[config.mk]
export PLATFORM = sky130hd
export DESIGN_NAME = lx9_board_main
export DESIGN_NICKNAME = d
export VERILOG_FILES = /design/src/rtl/lx9_board_main.sv
export SDC_FILE = /design/constraint.sdc
export NUM_CORES = 1
export LEC_CHECK = 0
export ABC_CLOCK_PERIOD_IN_PS = 5800
export CAP_MARGIN = 20
export CORE_MARGIN = 2
export CORE_UTILIZATION = 55
export DETAILED_ROUTE_END_ITERATION = 10
export GPL_TIMING_DRIVEN = 0
export PLACE_DENSITY = 0.72
export SYNTH_ARGS = -nofsm -noshare
export SYNTH_HDL_FRONTEND = slang
export SYNTH_SLANG_ARGS = --single-unit
export TNS_END_PERCENT = 1
[constraint.sdc]
create_clock -name tb_clk -period 5.8 [get_ports tb_clk]
set_clock_uncertainty 0.2 [all_clocks]
set_input_delay 0.58 -clock tb_clk [delete_from_list [all_inputs] [get_ports tb_clk]]
set_output_delay 0.58 -clock tb_clk [all_outputs]
set_load 0.02 [all_outputs]
[src/rtl/lx9_board_main.sv]
// rtl/lx9_board_main.sv - LX9 board command channel: one-shot POR sequencer plus TX->RX byte loopback FIFOs.
// Optional macro LX9_LED_GATE_EN: mover only transfers while the registered tb_led (led_q) is high.
module lx9_board_main #(
    parameter int DEPTH          = 16,
    parameter int POR_CYCLES     = 8,
    parameter int RST_MIN_CYCLES = 4
) (
    input  logic       tb_clk,
    output logic       rst_out,
    input  logic       rst_out_ack,
    input  logic       tb_led,
    input  logic [7:0] cmdfifo_txdata,
    input  logic       cmdfifo_wr,
    output logic       cmdfifo_txf,
    input  logic       cmdfifo_rd,
    output logic [7:0] cmdfifo_rxdata,
    output logic       cmdfifo_rxe
);

    localparam int AW = (DEPTH > 1) ? $clog2(DEPTH) : 1;
    localparam int CW = AW + 1;
    localparam logic [CW-1:0] FULL_CNT = CW'(DEPTH);
    localparam logic [15:0] POR_LAST = 16'(POR_CYCLES - 1);
    localparam logic [15:0] MIN_LAST = 16'(RST_MIN_CYCLES - 1);

`ifdef LX9_LED_GATE_EN
    localparam logic LED_GATE = 1'b1;
`else
    localparam logic LED_GATE = 1'b0;
`endif

    typedef enum logic [1:0] {
        POR_IDLE,
        POR_ASSERT,
        POR_DONE
    } por_state_t;

    // The sequencer is the only logic outside rst_out's domain; it starts from its configuration value.
    por_state_t  por_state = POR_IDLE;
    logic [15:0] por_cnt   = 16'd0;
    logic        rst_q     = 1'b0;

    assign rst_out = rst_q;

    always_ff @(posedge tb_clk) begin
        case (por_state)
            POR_IDLE: begin
                if (por_cnt == POR_LAST) begin
                    rst_q     <= 1'b1;
                    por_cnt   <= 16'd0;
                    por_state <= POR_ASSERT;
                end else begin
                    por_cnt <= por_cnt + 16'd1;
                end
            end
            POR_ASSERT: begin
                if (por_cnt == MIN_LAST && rst_out_ack) begin
                    rst_q     <= 1'b0;
                    por_state <= POR_DONE;
                end else if (por_cnt != MIN_LAST) begin
                    por_cnt <= por_cnt + 16'd1;
                end
            end
            default: begin
                rst_q     <= 1'b0;
                por_state <= POR_DONE;
            end
        endcase
    end

    logic [7:0]    tx_mem [DEPTH];
    logic [7:0]    rx_mem [DEPTH];
    logic [AW-1:0] tx_wr_ptr, tx_rd_ptr, rx_wr_ptr, rx_rd_ptr;
    logic [CW-1:0] tx_cnt, rx_cnt;
    logic [CW-1:0] tx_cnt_nxt, rx_cnt_nxt;
    logic          led_q;
    logic          move_gate;
    logic          do_wr, do_mv, do_rd;

    assign move_gate = led_q | ~LED_GATE;

    // Every decision uses start-of-cycle counts, so write, move and read can share an edge safely.
    assign do_wr = cmdfifo_wr && (tx_cnt != FULL_CNT);
    assign do_mv = (tx_cnt != '0) && (rx_cnt != FULL_CNT) && move_gate;
    assign do_rd = cmdfifo_rd && (rx_cnt != '0);

    assign tx_cnt_nxt = tx_cnt + CW'(do_wr) - CW'(do_mv);
    assign rx_cnt_nxt = rx_cnt + CW'(do_mv) - CW'(do_rd);

    always_ff @(posedge tb_clk) begin
        if (!rst_out) begin
            if (do_wr) begin
                tx_mem[tx_wr_ptr] <= cmdfifo_txdata;
            end
            if (do_mv) begin
                rx_mem[rx_wr_ptr] <= tx_mem[tx_rd_ptr];
            end
        end
    end

    always_ff @(posedge tb_clk or posedge rst_out) begin
        if (rst_out) begin
            tx_wr_ptr      <= '0;
            tx_rd_ptr      <= '0;
            rx_wr_ptr      <= '0;
            rx_rd_ptr      <= '0;
            tx_cnt         <= '0;
            rx_cnt         <= '0;
            led_q          <= 1'b0;
            cmdfifo_txf    <= 1'b0;
            cmdfifo_rxe    <= 1'b1;
            cmdfifo_rxdata <= 8'h00;
        end else begin
            led_q       <= tb_led;
            tx_cnt      <= tx_cnt_nxt;
            rx_cnt      <= rx_cnt_nxt;
            cmdfifo_txf <= (tx_cnt_nxt == FULL_CNT);
            cmdfifo_rxe <= (rx_cnt_nxt == '0);
            if (do_wr) begin
                tx_wr_ptr <= tx_wr_ptr + 1'b1;
            end
            if (do_mv) begin
                tx_rd_ptr <= tx_rd_ptr + 1'b1;
                rx_wr_ptr <= rx_wr_ptr + 1'b1;
            end
            if (do_rd) begin
                cmdfifo_rxdata <= rx_mem[rx_rd_ptr];
                rx_rd_ptr      <= rx_rd_ptr + 1'b1;
            end
        end
    end

endmodule

==> impl_metrics.toml <==
[drt]
wl_um = 23510
drtPass1Iterations = 5
drt_iter0_markers = 421
vias = 6040
vias_per_cell = 5.945
met1_length_um = 9877
wl_met2_um = 12070
wl_per_cell_um = 23.14
highest_layer = "met4"
wl_met3_um = 1110
antenna_left = 0
drcViolationCount = 0

[final_layout]
fillerInstances = 1544
multi_input_area_sq_um = 3204
instances_no_fill = 1016
diodes = 0
mostFrequentLayoutCell = "edfxtp_1"
syn2layout_area_growth_pct = 12.70
final_cell_mix = "274 x edfxtp_1, 51 x mux4_2, 40 x nor2_1"
drive_gt1_share_pct = 18.33
final_nets = 745
seqCellArea_sq_um = 9130

[setup_path]
crit_top_cell = "inv_1"
crit_fanout = 10
max_stage_delay_ps = 500
crit_chain = "inv_1 > ha_1 > or3b_2 > o22a_1 > buf_2 > inv_1 > ha_1 > inv_1 > ha_1 > inv_1 > fa_1 > nand2b_1 > a21oi_1 > o21ai_0 > a2111oi_0"
worst-endpoint-arrival_ps = 4060
cp_slowest_cell = "or3b_2"
worstPathRequired_ps = 6000
critPathKind = "reg2reg"
setup.worst_path.end_class = "flip-flop"
cp-start-kind = "flip-flop"

[cts]
clkSinkCount = 310
cts_inserted_buffers = 30
hold_buffers = 0
cts_root_buffer = "clkbuf_16"
tritoncts = "done"
clockBufferDepth = 3
insertion_delay_ps = 550
h-tree-depth = 1
post_cts_buffers = 0
cts-resized-gates = 0
path_clk_slew_ps = 70

[floorplanning]
dieArea_sq_um = 24180
rows = 55
io_pins = 24
die_y_um = 155.5
coreArea_sq_um = 22570
fp.dieW_um = 155.5
initial_core_util_pct = 55.93

[pwr]
p_int_mw = 5.389
p_clk_share_pct = 24.5
power_frac_seq_pct = 43.3
p_comb_share_pct = 32.3
switching_share_pct = 30.95
static-leakage-power_nw = 4.913
ir_drop_mv = 0.2791
power_density_nw_per_um2 = 548.6
p_switching_mw = 2.415
p_total_mw = 7.804

[logic_synthesis]
synth_edf_count = 274
synth_top_flop_cell = "edfxtp_1"
synth_seq_cells = 310
synthCells = 649
syn_area_sq_um = 12620
syn-num-nets = 687
yosysUniqueCellTypes = 50
yosys_warnings = 0
async_reset_ff_share_pct = 11.61
seq_area_frac_synth_pct = 72.32
syn-mean-instance-area_sq_um = 19.45

[sta]
tightest_slew_ps = 925.5
max_freq_ghz = 0.2593
min_period_ps = 3856
min_period_over_period_pct = 66.49
final.setup.tns_ps = 0
relSlewSlack_pct = 38.10
rsz0062_at_grt = "false"
setup_slack_ps = 1944
hold_violations = 0
setup_viol = 0
slew_violations = 0

[flow_run]
maxCapViolCount = 0

[place]
dpl.hpwl_um = 15280
portBuffers = 22
place_inst = 960
pre_cts_ws_ps = 1979
place_congestion = 0.7886

[global_routing]
antenna_found_initial = 0
first_global_vias = 6408
globalRouteOverflowTotal = 0
grt_pass1_wl_um = 36510
grtUsageTotal_pct = 20.15
grt_max_degree = 40

[min_path]
hold_path_class = "reg2reg"

[outcome]
status = "finished clean"
-- flip-flops by register name (all words and copies together) (netlist names) --
signal	count
cmdfifo_rxe	1
tx_wr_ptr	4
rx_cnt	5
cmdfifo_txf	1
rx_wr_ptr	4
cmdfifo_rxdata	8
rx_mem	128
por_state	2
rx_rd_ptr	4
tx_rd_ptr	4
por_cnt	16
tx_cnt	5
tx_mem	128
-- metrics by stage --
| step | hold slack (ps) | cell area, sq um | util (%) |
|---|---|---|---|
| after floorplan | 285.1 | 12620 | - |
| after global placement | 259.7 | 13200 | 58.49 |
| after detailed placement | 267.9 | 13240 | 58.65 |
| after CTS | 282.6 | 14230 | 63.03 |
| after global routing | 292.1 | 14230 | 63.03 |
| final | 280.1 | 14230 | 63.03 |
-- power groups by stage --
stage / registers [mW] / clock network [mW] / logic (mW)
6_report: 3.38 / 1.91 / 2.52
5_1_grt: 3.42 / 2.02 / 2.73
4_1_cts: 3.38 / 1.93 / 2.56
3_5_place_dp: 3.42 / 0 / 2.54
3_3_place_gp: 3.38 / 0 / 2.42
2_1_floorplan: 3.41 / 0 / 1.73
-- critical path: cells and delay by family (launching register included) --
kind | cells | cell delay (ps)
buf+inv | 5 | 550
compound gates | 4 | 1020
flops | 1 | 390
simple gates | 2 | 670
fa+ha+maj | 4 | 910
-- layer usage --
layer | track usage (%) | up-vias
met2 | 35.29 | 159
met3 | 3.203 | 36
met1 | 27.03 | 3140
met5 | 0 | -
met4 | 4.500 | 0
li1 | - | 2705
-- Yosys cell counts, types with 2 or more instances --
library cell	n	area (sq um)
o22ai_1	8	50.05
edfxtp_1	274	8228
nor2_1	40	150.1
mux4_2	51	1149
fa_1	2	40.04
buf_4	5	37.54
nand2_1	25	93.84
mux2i_1	8	80.08
a21oi_1	4	20.02
buf_2	9	45.04
mux4_1	21	551.8
dfrtp_1	35	875.8
nand3_1	8	40.04
o21ai_0	3	15.01
or3_1	2	12.51
nor4_1	3	18.77
nor2b_1	2	12.51
buf_12	2	40.04
a21o_1	10	75.07
xor2_1	12	105.1
o21ai_2	2	17.52
ha_1	23	287.8
buf_6	3	33.78
inv_1	25	93.84
nor3_1	8	40.04
or2_2	2	12.51
nand4_1	5	31.28
mux2_2	2	22.52
clkbuf_1	3	11.26
xnor2_1	21	183.9
a211oi_1	8	60.06
nand2b_1	5	31.28
-- cells by family after synthesis --
group	share of synthesized area (%)
DFF	72.32
and+or+nand+nor	3.885
muxes	14.28
buffers and inverters	2.349
AOI/OAI and AO/OA	2.280
xor gates and xnor gates	2.289
adders and majority gates	2.597
-- layout make-up --
| class | instances | area share [%] |
|---|---|---|
| repair buffers | 26 | 1.759 |
| plain buffers | 26 | 1.398 |
| multi-input cells | 287 | 22.52 |
| inverters | 26 | 0.6860 |
| clock buffers | 40 | 6.209 |
| clock inverters | 16 | 0.7475 |
| flip-flops and latches | 310 | 64.17 |
| well taps | 285 | 2.506 |
-- worst paths after layout --
| path | start | end | slack, ps | depth (start not counted) |
|---|---|---|---|---|
| setup / recovery | tx_cnt[2] | cmdfifo_rxe | 1940 | 15 |
| hold / removal | cmdfifo_rxdata[4] | cmdfifo_rxdata[4] | 280 | 1 |
| setup reg to reg | tx_cnt[2] | cmdfifo_rxe | 1940 | 15 |
| hold reg to reg | cmdfifo_rxdata[4] | cmdfifo_rxdata[4] | 280 | 1 |
| max in group asynchronous | por_state[0] | rx_cnt[3] | 4290 | 1 |
| min in group asynchronous | por_state[0] | rx_rd_ptr[0] | 540 | 1 |
Power figures use the tool's default switching activity.
==> RTL edit, RTL diff (config.mk and constraints unchanged) <==
The parameter `DEPTH` goes from 16 to 32.
--- a/src/rtl/lx9_board_main.sv
+++ b/src/rtl/lx9_board_main.sv
@@ -1,7 +1,7 @@
 // rtl/lx9_board_main.sv - LX9 board command channel: one-shot POR sequencer plus TX->RX byte loopback FIFOs.
 // Optional macro LX9_LED_GATE_EN: mover only transfers while the registered tb_led (led_q) is high.
 module lx9_board_main #(
-    parameter int DEPTH          = 16,
+    parameter int DEPTH          = 32,
     parameter int POR_CYCLES     = 8,
     parameter int RST_MIN_CYCLES = 4
 ) (
Function: same outputs for any inputs over 10 cycles, from zero or initial values; that may be too few to reach the edited logic, so the function may still have changed.
==> RTL edit against the original RTL <==
Clock power increased by 96%. Sequential share of layout area grew 0.46 points. Via count up 94%. Area after synthesis rose by 83%. Total power increased by 88%. Utilization barely moved. Design area grew 85%. Global-route usage is 1.6 points higher. Die area up 80%. Setup slack worse by 0.25 ns. Sequential cell count is 262 higher. Wire length increased by 97%.
==> RTL edit: results (changes against the original RTL) <==
Dominant cells by area after synthesis: sky130_fd_sc_hd__edfxtp_1, sky130_fd_sc_hd__mux4_2, sky130_fd_sc_hd__mux2i_1, sky130_fd_sc_hd__dfrtp_1, sky130_fd_sc_hd__ha_1 (was sky130_fd_sc_hd__edfxtp_1, sky130_fd_sc_hd__mux4_2, sky130_fd_sc_hd__dfrtp_1, sky130_fd_sc_hd__mux4_1, sky130_fd_sc_hd__ha_1). Worst hold path class: reg2async (was reg2reg). The average vias per placed instance is 6.03 (was 5.94). The number of cells on the worst reg-to-reg path works out to 13 (was 15). For the post-synth net total, the log shows 1,308 (was 687).

The highest achievable clock rate was 244 MHz (was 259 MHz); the slack of the worst reg-to-reg path was 1.69 ns (was 1.94 ns). The run finished with clean final reports. The cell with the biggest individual delay on the critical path is sky130_fd_sc_hd__a21boi_1 (was sky130_fd_sc_hd__or3b_2). The CTS buffer count is 55 (was 30), and the switching power as a share of total power is 33.0% (was 30.9%). The total number of H-tree levels was 2 (was 1); the amount of wire on met2 after detailed routing was 22,800 um (was 12,100 um). The tools report the amount of wire on met3 after detailed routing as 3100 um (was 1110 um).

Registers with the most flip-flops: rx_mem: 256 flops, tx_mem: 256 flops, por_cnt: 16 flops (was rx_mem: 128 flops, tx_mem: 128 flops, por_cnt: 16 flops). The total combinational power is 4.94 mW (was 2.52 mW), and the largest net degree at the start of global routing is 43 (was 40). The number of global-route vias before repair was 11,900 (was 6,408).

The routability congestion estimate from global placement was 0.867 (was 0.789); the internal power of the cells was 9.83 mW (was 5.39 mW). The tools report the proportion of synthesized chip area in sequential cells as 73.5% (was 72.3%). The estimated wirelength of the detail-placed design is 29,900 um (was 15,300 um).

The average instance area after synthesis came out at 18.3 um2 (was 19.5 um2). Number of DRC markers after the initial detailed-route iteration: 1,049 (was 421). The transition time at the pin with the least slew margin is 0.989 ns (was 0.926 ns). Worst hold slack: 0.0345 ns (was 0.280 ns). The post-layout net count was 1,401 (was 745); the post-placement cell area was 0.0243 mm2 (was 0.0132 mm2). The clock insertion delay at the later pin of the skew report came out at 0.61 ns (was 0.55 ns). The clock network fraction of total power is 25.5% (was 24.5%), and the length of routed wiring on met1 is 19,200 um (was 9880 um). The post-synthesis to final-layout area growth is 13.7% (was 12.7%), and the number of flops mapped to enable cells by yosys is 530 (was 274). The reported leakage power came out at 8.90 nW (was 4.91 nW). The instance count after placement with tap cells included is 1,836 (was 960), and the count of fill cells added during filler insertion is 2,892 (was 1,544). Cell types with the highest counts after synthesis: sky130_fd_sc_hd__edfxtp_1, sky130_fd_sc_hd__mux2i_1, sky130_fd_sc_hd__nor2_1 (was sky130_fd_sc_hd__edfxtp_1, sky130_fd_sc_hd__mux4_2, sky130_fd_sc_hd__nor2_1). The share of cells above drive strength 1 works out to 16.0% (was 18.3%). Overall fraction of global-route tracks in use: 21.8% (was 20.2%). Average routed wire per standard cell: 23.9 um (was 23.1 um).
RTL edit: metal layers:
metal / GRT usage (%) / vias to the layer above
met5: 0 / -
met4: 6.70 / 0
met3: 3.85 / 79
met2: 35.7 / 422
met1: 30.2 / 5989
li1: - / 5209
RTL edit: kinds of logic (layout without fill, tap and decap cells):
logic type | count (synthesis) | count (layout) | share of synthesized area, %
AND/OR/NAND/NOR | 208 | 208 | 4.18
multiplexers | 210 | 210 | 13.1
flip-flops | 572 | 572 | 73.5
buffers and inverters | 88 | 226 | 2.11
adder cells (fa/ha/maj) | 31 | 31 | 1.75
XOR/XNOR | 36 | 36 | 1.37
AO/OA/AOI/OAI | 119 | 119 | 3.97
RTL edit: area by class of cell:
cell class                      instances  area share, %
Sequential cell                       572           64.6
Multi-Input combinational cell        604           21.8
Clock buffer                           72           5.57
Tap cell                              539           2.57
Timing Repair Buffer                   36           1.94
Clock inverter                         30           1.60
Buffer                                 58           1.43
Inverter                               30          0.429
